## config.mk

```make
export PLATFORM = sky130hd
export DESIGN_NAME = spi_resp
export DESIGN_NICKNAME = d
export VERILOG_FILES = /design/src/rtl/spi_resp.sv
export SDC_FILE = /design/constraint.sdc
export NUM_CORES = 1
export LEC_CHECK = 0
export CORE_MARGIN = 4
export CORE_UTILIZATION = 36
export DETAILED_ROUTE_END_ITERATION = 12
export GPL_ROUTABILITY_DRIVEN = 0
export GPL_TIMING_DRIVEN = 0
export PLACE_DENSITY_LB_ADDON = 0.3
export SLEW_MARGIN = 20
export SYNTH_ARGS = -nofsm -noshare
export SYNTH_HDL_FRONTEND = slang
export SYNTH_SLANG_ARGS = --single-unit
```

## constraint.sdc

```tcl
create_clock -name clk -period 3.5 [get_ports clk]
set_input_delay 0.35 -clock clk [delete_from_list [all_inputs] [get_ports clk]]
set_output_delay 0.35 -clock clk [all_outputs]
set_load 0.005 [all_outputs]
```

## src/rtl/spi_resp.sv

```systemverilog
// 16-bit SPI responder: synchronizes SS_n/SCLK/MOSI into clk, captures the MOSI word, returns tx_hold on MISO.
// Optional SPI_RESP_TRISTATE_EN: MISO floats (1'bz) while idle instead of driving 0.
module spi_resp #(
  parameter int WIDTH       = 16,
  parameter int SYNC_STAGES = 2
) (
  input  logic             clk,
  input  logic             rst_n,
  input  logic             SS_n,
  input  logic             SCLK,
  input  logic             MOSI,
  output logic             MISO,
  input  logic             wrt,
  input  logic [WIDTH-1:0] tx_data,
  output logic [WIDTH-1:0] rx_data,
  output logic             rdy,
  output logic             frm_err,
  output logic             busy
);
  localparam int CW = $clog2(WIDTH) + 1;
  localparam logic [CW-1:0] CNT_FULL = CW'(WIDTH);
  localparam logic [CW-1:0] CNT_SAT  = CW'(WIDTH + 1);

  typedef enum logic [1:0] {IDLE, SKIP, XFER} state_t;

  logic [SYNC_STAGES-1:0] ss_sync, sclk_sync, mosi_sync;
  logic                   ss_d, sclk_d;
  logic [SYNC_STAGES:0]   vld_pipe;
  logic                   armed;

  // Sync chains; idle-high lines reset high so reset release creates no false edge
  always_ff @(posedge clk or negedge rst_n) begin
    if (!rst_n) begin
      ss_sync   <= '1;
      sclk_sync <= '1;
      mosi_sync <= '0;
      ss_d      <= 1'b1;
      sclk_d    <= 1'b1;
      vld_pipe  <= '0;
      armed     <= 1'b0;
    end else begin
      ss_sync   <= {ss_sync[SYNC_STAGES-2:0], SS_n};
      sclk_sync <= {sclk_sync[SYNC_STAGES-2:0], SCLK};
      mosi_sync <= {mosi_sync[SYNC_STAGES-2:0], MOSI};
      ss_d      <= ss_sync[SYNC_STAGES-1];
      sclk_d    <= sclk_sync[SYNC_STAGES-1];
      vld_pipe  <= {vld_pipe[SYNC_STAGES-1:0], 1'b1};
      // Only arm once the pipe holds real pin data showing SS_n high, so a
      // frame already running at reset release is ignored.
      if (!armed && vld_pipe[SYNC_STAGES] && ss_d)
        armed <= 1'b1;
    end
  end

  logic ss_s, sclk_s, mosi_s;
  logic ss_fall, ss_rise, sclk_fall, sclk_rise;

  assign ss_s      = ss_sync[SYNC_STAGES-1];
  assign sclk_s    = sclk_sync[SYNC_STAGES-1];
  assign mosi_s    = mosi_sync[SYNC_STAGES-1];
  assign ss_fall   = armed &  ss_d   & ~ss_s;
  assign ss_rise   = armed & ~ss_d   &  ss_s;
  assign sclk_fall =  sclk_d & ~sclk_s;
  assign sclk_rise = ~sclk_d &  sclk_s;

  state_t           state, state_nxt;
  logic [WIDTH-1:0] tx_hold, tx_shft, tx_shft_nxt, rx_shft, rx_shft_nxt, rx_data_nxt;
  logic [CW-1:0]    bit_cnt, bit_cnt_nxt, cnt_inc;
  logic             rdy_nxt, err_nxt;

  assign cnt_inc = (bit_cnt == CNT_SAT) ? bit_cnt : bit_cnt + 1'b1;

  always_comb begin
    state_nxt   = state;
    tx_shft_nxt = tx_shft;
    rx_shft_nxt = rx_shft;
    bit_cnt_nxt = bit_cnt;
    rx_data_nxt = rx_data;
    rdy_nxt     = 1'b0;
    err_nxt     = 1'b0;
    unique case (state)
      IDLE: if (ss_fall) begin
        tx_shft_nxt = tx_hold;
        bit_cnt_nxt = '0;
        state_nxt   = SKIP;
      end
      SKIP: begin
        if (ss_rise) begin
          err_nxt   = 1'b1;
          state_nxt = IDLE;
        end else if (sclk_fall) begin
          state_nxt = XFER;
        end
      end
      XFER: begin
        if (sclk_rise) begin
          rx_shft_nxt = {rx_shft[WIDTH-2:0], mosi_s};
          bit_cnt_nxt = cnt_inc;
        end
        if (sclk_fall)
          tx_shft_nxt = {tx_shft[WIDTH-2:0], 1'b0};
        // A rise coincident with ss_rise counts toward the frame
        if (ss_rise) begin
          if (bit_cnt_nxt == CNT_FULL) begin
            rx_data_nxt = rx_shft_nxt;
            rdy_nxt     = 1'b1;
          end else begin
            err_nxt     = 1'b1;
          end
          state_nxt = IDLE;
        end
      end
      default: state_nxt = IDLE;
    endcase
  end

  always_ff @(posedge clk or negedge rst_n) begin
    if (!rst_n) begin
      state   <= IDLE;
      tx_hold <= '0;
      tx_shft <= '0;
      rx_shft <= '0;
      rx_data <= '0;
      bit_cnt <= '0;
      rdy     <= 1'b0;
      frm_err <= 1'b0;
    end else begin
      state   <= state_nxt;
      tx_shft <= tx_shft_nxt;
      rx_shft <= rx_shft_nxt;
      rx_data <= rx_data_nxt;
      bit_cnt <= bit_cnt_nxt;
      rdy     <= rdy_nxt;
      frm_err <= err_nxt;
      if (wrt)
        tx_hold <= tx_data;
    end
  end

  assign busy = (state != IDLE);

`ifdef SPI_RESP_TRISTATE_EN
  assign MISO = busy ? tx_shft[WIDTH-1] : 1'bz;
`else
  assign MISO = busy ? tx_shft[WIDTH-1] : 1'b0;
`endif

endmodule

```

==> reports/metrics.yaml, run 1 <==
die:
  core_area_sq_mm: 0.00991
  die_h_um: 110
  die_area_sq_mm: 0.0120
  rows: 36
  pin_count: 42
  fp.dieW_um: 110
  start_util_pct: 37.6
timing:
  hold_viol_final: 0
  hold_slack_ps: 352
  tightest_slew_ps: 664
  fin_tns_setup_ps: 0
  report.final.slew_viol_count: 0
  post-route-min-period_ps: 2370
  max_freq_mhz: 422
  rsz0062_at_grt: "no"
  finalSetupViolCount: 0
  relSlewSlack_pct: 55.8
  layout_setup_ws_ps: 1130
  worst_clock_skew_ps: 8.66
  period_share_pct: 67.7
setup_path:
  path_class: "reg -> reg"
  crit_fanout: 10
  critPathMaxStageDelay_ps: 490
  cp.required_ps: 3730
  start_kind: "register"
  reg2reg_slack_ps: 1130
  path_buf_inv: 1
  critPathTopFamily: "simple AND/OR/NAND/NOR gates"
  worstPathArrival_ps: 2610
  path_cells: "ha_1 -> and4bb_2 -> nor3_2 -> o22ai_2 -> nor3_4 -> buf_8 -> mux2_4"
  cp_slowest_cell: "nor3_4"
  end_kind: "register"
cts:
  cts_sinks: 85
  cts_tree: "yes"
  clkSlewWorstSetupHoldPaths_ps: 90
  post_cts_buffers: 0
  clock_latency_ps: 360
  h-tree-depth: 3
  cts_buffer_depth: 2
  post_cts_resized: 0
  cts_made_buffers: 9
  cts-root-buf: "clkbuf_8"
  cts_hold_buffers: 1
synthesis:
  yosysMostFrequentCell: "dfrtp_1"
  synth-seq-cells: 85
  synth_top_area_share_pct: 53.1
  ys_types: 40
  ys.flop_type: "dfrtp_1"
  synthArstFlopShare_pct: 100
  synth_area_per_cell_sq_um: 11.8
  yosysWarnings: 0
  synthTopCellsByCount: "dfrtp_1, nand2_1, mux2_2"
  synth_area_leaders: "dfrtp_1, mux2_2, nand2_1"
  synth_edf_count: 0
  ys_seq_area_share_pct: 57.3
  syn_area_sq_mm: 0.00372
  synthCells: 315
  synth_area_leader_cell: "dfrtp_1"
  synthesis.nets: 342
cells_and_area:
  syn2layout_area_growth_pct: 21.1
  regArea_sq_mm: 0.00213
  drive_above_1_share_pct: 21.4
  fin_area_sq_mm: 0.00451
  diodes: 0
  nFillCells: 965
  num-nets-final: 395
  multi_input_area_sq_mm: 0.00149
power_and_ir_drop:
  p_leak_nw: 2.02
  p_sw_share_pct: 30.5
  p_sw_w: 0.000726
  pwr-share-seq_pct: 51.6
  vdd_drop_max_uv: 244
  p_per_area_mw_per_mm2: 528
  internal_power_w: 0.00166
  total_power_w: 0.00238
  p_clk_share_pct: 26.8
  pwr-share-comb_pct: 21.6
global_routing:
  grt_pass1_wl_um: 11100
  grt.total_usage_pct: 11.9
  grt_overflow_total: 0
  grt_max_degree: 49
  grt_pass1_vias: 2397
  antenna_found_initial: 0
place:
  hpwl_um: 4750
  dpl_cell_area_sq_mm: 0.00432
  portBuffers: 40
  place_ws_ps: 1100
detailed_routing:
  ant_nets: 0
  route.detailed.drc: 0
  drt-total-wl_um: 6670
  vias: 2409
  vias_per_cell: 4.76
  dr.pass1.iters: 4
  wl_per_cell_um: 13.2
  drt_iter0_drc: 50
flow_run:
  drv_cap: 0
outcome:
  outcome: "complete, no violations"
hold_path:
  min_path_type: "reg -> reg"
kinds of logic after synthesis:
family	synth area share, %
compound gates	6.52
xor+xnor	0.471
fa+ha+maj	1.68
buf+inv	2.69
flops	57.3
mux	20.0
other cells	0.101
simple gates	11.3
layer usage:
| metal | track usage [%] | routed length (um) | part of all wire [%] | up-vias |
|---|---|---|---|---|
| met3 | 4.29 | 318 | 4.8 | 8 |
| met4 | 3.38 | 99 | 1.5 | 0 |
| met1 | 14.4 | 2960 | 44 | 1170 |
| li1 | - | - | - | 1182 |
| met5 | 0 | 0 | 0 | - |
| met2 | 20.0 | 3290 | 49 | 49 |
placed cells by master (no fill, tap or decap), types with 2 or more instances in the layout:
master           Yosys  final
buf_2                2      2
mux2_4               9      9
o21ai_0             10     10
clkbuf_1             8      8
clkinv_4             0      3
buf_1                3      3
o31ai_1              2      2
a21o_1               2      2
dfrtp_1             79     79
clkinv_2             0      2
nor2_1              20     20
a31oi_1              2      2
buf_4                1      2
clkdlybuf4s50_1      0     39
nand2b_1             4      4
a21oi_1             18     18
inv_1                7      7
clkbuf_8             0     10
ha_1                 5      5
mux2_2              38     38
o211ai_1             2      2
nand2_1             57     57
nor2b_1              3      3
mux2i_1             18     18
dfstp_2              6      6
flip-flops by register name, indices dropped and copies added (netlist names):
| name | count |
|---|---|
| sclk_d | 1 |
| ss_sync | 2 |
| state | 2 |
| ss_d | 1 |
| rdy | 1 |
| frm_err | 1 |
| rx_shft | 16 |
| armed | 1 |
| mosi_sync | 2 |
| vld_pipe | 3 |
| tx_hold | 16 |
| bit_cnt | 5 |
| rx_data | 16 |
| tx_shft | 16 |
| sclk_sync | 2 |
final cells by class:
cell class,instances,area share [%]
Sequential cell,85,47.3
Multi-Input combinational cell,208,33.0
Timing Repair Buffer,42,9.65
Tap cell,133,3.69
Clock buffer,10,3.05
Buffer,15,1.64
Clock inverter,6,1.05
Inverter,7,0.583
power by group through the flow:
stage,Clock [W],Combinational (W),Sequential (W)
after floorplan,0,0.000368,0.00122
after global placement,0,0.000504,0.00124
after detailed placement,0,0.000524,0.00125
after CTS,0.000666,0.000528,0.00123
after global routing,0.000703,0.000590,0.00125
final,0.000638,0.000515,0.00123
per-stage QoR:
stage                     cells  utilization (%)
after CTS                   506             45.5
after floorplan             315                -
final                       506             45.5
after global placement      488             43.3
after global routing        506             45.5
after detailed placement    489             43.5
path summary, 6_finish.rpt:
check | from | to | cells after the start
setup / recovery | bit_cnt[0] | rx_data[2] | 7
hold / removal | sclk_sync[0] | sclk_sync[1] | 0
setup reg to reg | bit_cnt[0] | rx_data[2] | 7
hold reg to reg | sclk_sync[0] | sclk_sync[1] | 0
max in group asynchronous | rst_n | sclk_sync[0] | 3
min in group asynchronous | rst_n | rx_data[4] | 2
No activity file was read; power rests on OpenSTA's default activity.
==> run 2: changes to the inputs <==
Clock period 3.5 ns to 2 ns, I/O delays scaled along.
==> reports/metrics.yaml, run 2 (same netlist as run 1, synthesis figures left out) <==
timing:
  max_freq_mhz: 508  # +21%
  worst_clock_skew_ps: 9.89  # +1.23 ps
  hold_slack_ps: 240  # -112 ps
  rsz0062_at_grt: "yes"
  finalSetupViolCount: 0  # unchanged
  tightest_slew_ps: 568  # -95.6 ps
  report.final.slew_viol_count: 0  # unchanged
  relSlewSlack_pct: 61.7  # +6.0 points
  layout_setup_ws_ps: 32.4  # -1100 ps
  fin_tns_setup_ps: 0  # unchanged
  post-route-min-period_ps: 1970  # -403 ps
  period_share_pct: 98.4  # +31 points
  hold_viol_final: 0  # unchanged
cells_and_area:
  nFillCells: 942  # -2.4%
  mostFrequentLayoutCells: "dfrtp_1, nand2_1, clkdlybuf4s50_1, mux2_2, nor2_1"
  final_common_cell: "dfrtp_1"
  num-nets-final: 400  # +1.3%
  drive_above_1_share_pct: 26.7  # +5.3 points
  regArea_sq_mm: 0.00214  # about the same
  multi_input_area_sq_mm: 0.00153  # +2.9%
  fin_area_sq_mm: 0.00465  # +3.1%
  syn2layout_area_growth_pct: 24.9
  diodes: 0  # unchanged
global_routing:
  grt_overflow_total: 0  # unchanged
  antenna_found_initial: 0  # unchanged
  top_usage_layer: "met2"
  grt_max_degree: 49  # unchanged
  grt_pass1_wl_um: 11200  # +0.38%
  grtUsageMet3_pct: 3.41  # -0.88 points
  use_met2_pct: 20.1  # +0.044 points
  use_met1_pct: 14.6  # +0.23 points
  grt.total_usage_pct: 12.0  # +0.093 points
  grt_pass1_vias: 2393  # -0.17%
cts:
  clock_latency_ps: 360  # about the same
  clkSlewWorstSetupHoldPaths_ps: 100  # about the same
  cts_buffer_depth: 2  # unchanged
  cts_tree: "yes"
  cts_made_buffers: 9  # unchanged
  cts_sinks: 85  # unchanged
  cts-root-buf: "clkbuf_8"
  h-tree-depth: 3  # unchanged
setup_path:
  end_kind: "register"
  path_class: "reg -> reg"
  crit_fanout: 10  # unchanged
  worstPathArrival_ps: 2210  # -400 ps
  cp.required_ps: 2240  # -1490 ps
  start_kind: "register"
die:
  die_area_sq_mm: 0.0120  # unchanged
  die_h_um: 110  # unchanged
  start_util_pct: 37.6  # unchanged
  core_area_sq_mm: 0.00991  # unchanged
  pin_count: 42  # unchanged
  rows: 36  # unchanged
  fp.dieW_um: 110  # unchanged
power_and_ir_drop:
  p_leak_nw: 2.09  # +3.4%
  p_per_area_mw_per_mm2: 941  # +78%
  vdd_drop_max_uv: 463  # +90%
hold_path:
  min_path_type: "in -> reg"
flow_run:
  drv_cap: 0  # unchanged
detailed_routing:
  ant_nets: 0  # unchanged
  vias_per_cell: 4.80  # +0.75%
  drt_iter0_drc: 56  # +12%
  drt-total-wl_um: 6670  # unchanged
  vias: 2451  # +1.7%
  wl_per_cell_um: 13.1  # -0.98%
  route.detailed.drc: 0  # unchanged
  dr.pass1.iters: 4  # unchanged
place:
  dpl_cell_area_sq_mm: 0.00432  # about the same
  hpwl_um: 4620  # -2.7%
  place_ws_ps: -274  # -1370 ps
  portBuffers: 40  # unchanged
outcome:
  outcome: "complete, no violations"
## run 2: changes by cell type in the layout (fill, tap and decap cells not counted), sizes merged
cell      change
buf           +5
bufinv        +1
clkbuf        -1
clkinv        -4
clkinvlp      +1
inv           +3
## run 2: report_power, final
group	switching (W)	internal, W	total [W]
sequential	0.000158	0.00198	0.00214
combinational	0.000507	0.000476	0.000982
clock	0.000658	0.000597	0.00126
## run 2: routing by layer
layer  share of wire [%]  wire length, um  vias up
li1                    -                -     1190
met1                  45             3020     1206
met2                  49             3280       46
met3                 4.2              279        9
met4                 1.4               91        0
met5                   0                0        -
## run 2: area by class of cell
cell class	instances	share of cell area (%)
repair buffers	49	10.7
multi-input cells	208	33.0
clock inverters	7	1.72
plain buffers	13	1.86
flip-flops and latches	85	45.9
well taps	133	3.58
inverters	7	0.565
clock buffers	9	2.66
## run 2: path summary, 6_finish.rpt
path	slack (ps)	startpoint	end	depth (start not counted)
worst max register to register	30	bit_cnt[0]	rx_data[2]	8
worst min register to register	360	vld_pipe[0]	vld_pipe[1]	0
max in group asynchronous	1000	rst_n	sclk_d	3
worst min-delay path	240	SS_n	ss_sync[0]	1
min in group asynchronous	350	rst_n	tx_shft[14]	2
worst max-delay path	30	bit_cnt[0]	rx_data[2]	8
## run 2: metrics by stage
stage	utilization, %	total power [W]	std cells
after detailed placement	43.6	0.00310	489
after global placement	43.3	0.00305	488
final	46.9	0.00438	511
after floorplan	-	0.00278	315
after global routing	46.9	0.00466	511
after CTS	46.6	0.00441	511
## run 2: worst max-delay path, stage by stage, from the launching register on
cell	delay, ps
dfrtp_2	430
ha_4	170
and4bb_2	240
nor3_2	170
o22ai_2	130
nor3_4	130
buf_6	150
buf_12	140
mux2_4	300
## run 2: repair_timing
action | in CTS | in global routing
pin swaps | 1 | 3
endpoints found under the setup margin | 47 | 46
hold buffers | 1 | 0
buffers inserted | 6 | 1
hold endpoints to repair | 34 | 0
gates resized for setup | 14 | 10
==> run 3: changes to the inputs <==
Settings changed: GPL_TIMING_DRIVEN 0 to unset, HOLD_SLACK_MARGIN set to 0.06.
==> reports/metrics.yaml, run 3 (same netlist as run 1, synthesis figures left out) <==
place:
  hpwl_um: 4310  # -6.8%
  dpl_cell_area_sq_mm: 0.00435  # +0.81%
  portBuffers: 41  # +2.5%
timing:
  hold_slack_ps: 247  # +6.73 ps
  max_freq_mhz: 517  # +1.8%
  worst_clock_skew_ps: 7.65  # -2.24 ps
  report.final.slew_viol_count: 0  # unchanged
  hold_viol_final: 0  # unchanged
  post-route-min-period_ps: 1930  # -34.1 ps
  finalSetupViolCount: 0  # unchanged
  period_share_pct: 96.7  # -1.7 points
  rsz0062_at_grt: "yes"
global_routing:
  grt_pass1_vias: 2474  # +3.4%
  grt_overflow_total: 0  # unchanged
  grt_pass1_wl_um: 10900  # -2.5%
  grt.total_usage_pct: 11.4  # -0.57 points
  grt_max_degree: 64  # +31%
  antenna_found_initial: 0  # unchanged
cells_and_area:
  diodes: 0  # unchanged
  final_common_cell: "dfrtp_1"
  mostFrequentLayoutCells: "dfrtp_1, nand2_1, clkdlybuf4s50_1, mux2_2, nor2_1"
  regArea_sq_mm: 0.00214  # unchanged
  drive_above_1_share_pct: 25.1  # -1.7 points
  fin_area_sq_mm: 0.00460  # -1.1%
  syn2layout_area_growth_pct: 23.6
  multi_input_area_sq_mm: 0.00152  # -1.1%
  nFillCells: 941  # -0.11%
  num-nets-final: 393  # -1.8%
power_and_ir_drop:
  total_power_w: 0.00441  # +0.80%
  p_leak_nw: 2.05  # -2.0%
  p_per_area_mw_per_mm2: 959  # +1.9%
  vdd_drop_max_uv: 502  # +8.4%
setup_path:
  start_kind: "register"
  r2r_cells: 7  # -1
  crit_fanout: 17  # +7
  cp.required_ps: 2230  # about the same
  endpoint: "rx_data[12]"
  r2r-start: "bit_cnt[0]"
  end_kind: "register"
  worstPathArrival_ps: 2170  # -40 ps
  reg2reg_slack_ps: 70  # +30 ps
  reg2reg_to: "rx_data[12]"
  crit_start: "bit_cnt[0]"
  path_class: "reg -> reg"
flow_run:
  drv_cap: 0  # unchanged
detailed_routing:
  drt_iter0_drc: 70  # +25%
  wl_per_cell_um: 12.7  # -3.1%
  vias: 2376  # -3.1%
  route.detailed.drc: 0  # unchanged
  ant_nets: 0  # unchanged
  vias_per_cell: 4.71  # -1.7%
  dr.pass1.iters: 4  # unchanged
  drt-total-wl_um: 6380  # -4.4%
cts:
  clock_latency_ps: 350  # about the same
  cts-root-buf: "clkbuf_8"
  cts_sinks: 85  # unchanged
  cts_buffer_depth: 2  # unchanged
  h-tree-depth: 3  # unchanged
  cts_tree: "yes"
  cts_made_buffers: 9  # unchanged
  clkSlewWorstSetupHoldPaths_ps: 80  # -20 ps
die:
  die_h_um: 110  # unchanged
  pin_count: 42  # unchanged
  core_area_sq_mm: 0.00991  # unchanged
  die_area_sq_mm: 0.0120  # unchanged
  fp.dieW_um: 110  # unchanged
  rows: 36  # unchanged
  start_util_pct: 37.6  # unchanged
outcome:
  outcome: "complete, no violations"
hold_path:
  min_path_type: "in -> reg"
  worstHoldStart: "SS_n"
==> run 3: cell count changes in the layout (fill, tap and decap cells not counted), moves of 2 or more <==
cell	before	now
clkbuf_2	5	0
buf_4	6	12
inv_6	3	1
mux2i_1	16	18
buf_1	2	0
buf_6	4	0
mux2i_2	2	0
==> run 3: what timing repair did <==
| item | 4_1_cts | 5_1_grt |
|---|---|---|
| hold endpoints to repair | 22 | 0 |
| hold buffers | 1 | 0 |
| endpoints found under the setup margin | 1 | 16 |
| gates resized for setup | 1 | 6 |
| buffers inserted | 0 | 0 |
==> run 3: worst min path at each step <==
stage               cells after the start           end
finish                                  1    ss_sync[0]
global route                            1    ss_sync[0]
CTS                                     1    ss_sync[0]
detailed placement                      1    rx_data[1]
global placement                        1  mosi_sync[0]
floorplan                               0         armed
==> run 3: cell type report <==
type	count	share of cell area, %
multi-input combinational	208	33.0
sequential	85	46.4
timing repair buffer	55	11.7
clock inverter	5	1.82
tap	133	3.62
inverter	7	0.571
clock buffer	11	2.86
==> run 3: where the power goes <==
group | total [W] | leakage [nW] | internal [W] | switching (W)
sequential | 0.00214 | 1.06 | 0.00198 | 0.000161
clock | 0.00132 | 0.100 | 0.000709 | 0.000609
combinational | 0.000950 | 0.885 | 0.000468 | 0.000482
==> run 3: metal layers <==
metal	wire (um)	GRT usage, %	share of wire, %
met5	0	0	0
met4	110	5.25	1.7
met3	284	3.17	4.5
met2	3050	19.6	48
met1	2940	13.3	46
==> run 3: per-stage QoR <==
stage / utilization (%) / TNS, ps / std cells / setup slack (ps)
6_report: 46.4 / 0 / 504 / 66.4
5_1_grt: 46.4 / -56.2 / 504 / -12.7
4_1_cts: 46.2 / 0 / 504 / 43.0
3_5_place_dp: 43.9 / 0 / 487 / 55.1
3_3_place_gp: 43.9 / 0 / 487 / 129
2_1_floorplan: - / 0 / 315 / 13.7
==> run 3: worst max-delay path, cell delays in order (launching register included) <==
cell,delay [ps]
dfrtp_2,450
ha_4,170
and4bb_2,240
nor3_2,120
o22ai_2,120
nor3_4,170
buf_12,190
mux2_2,350
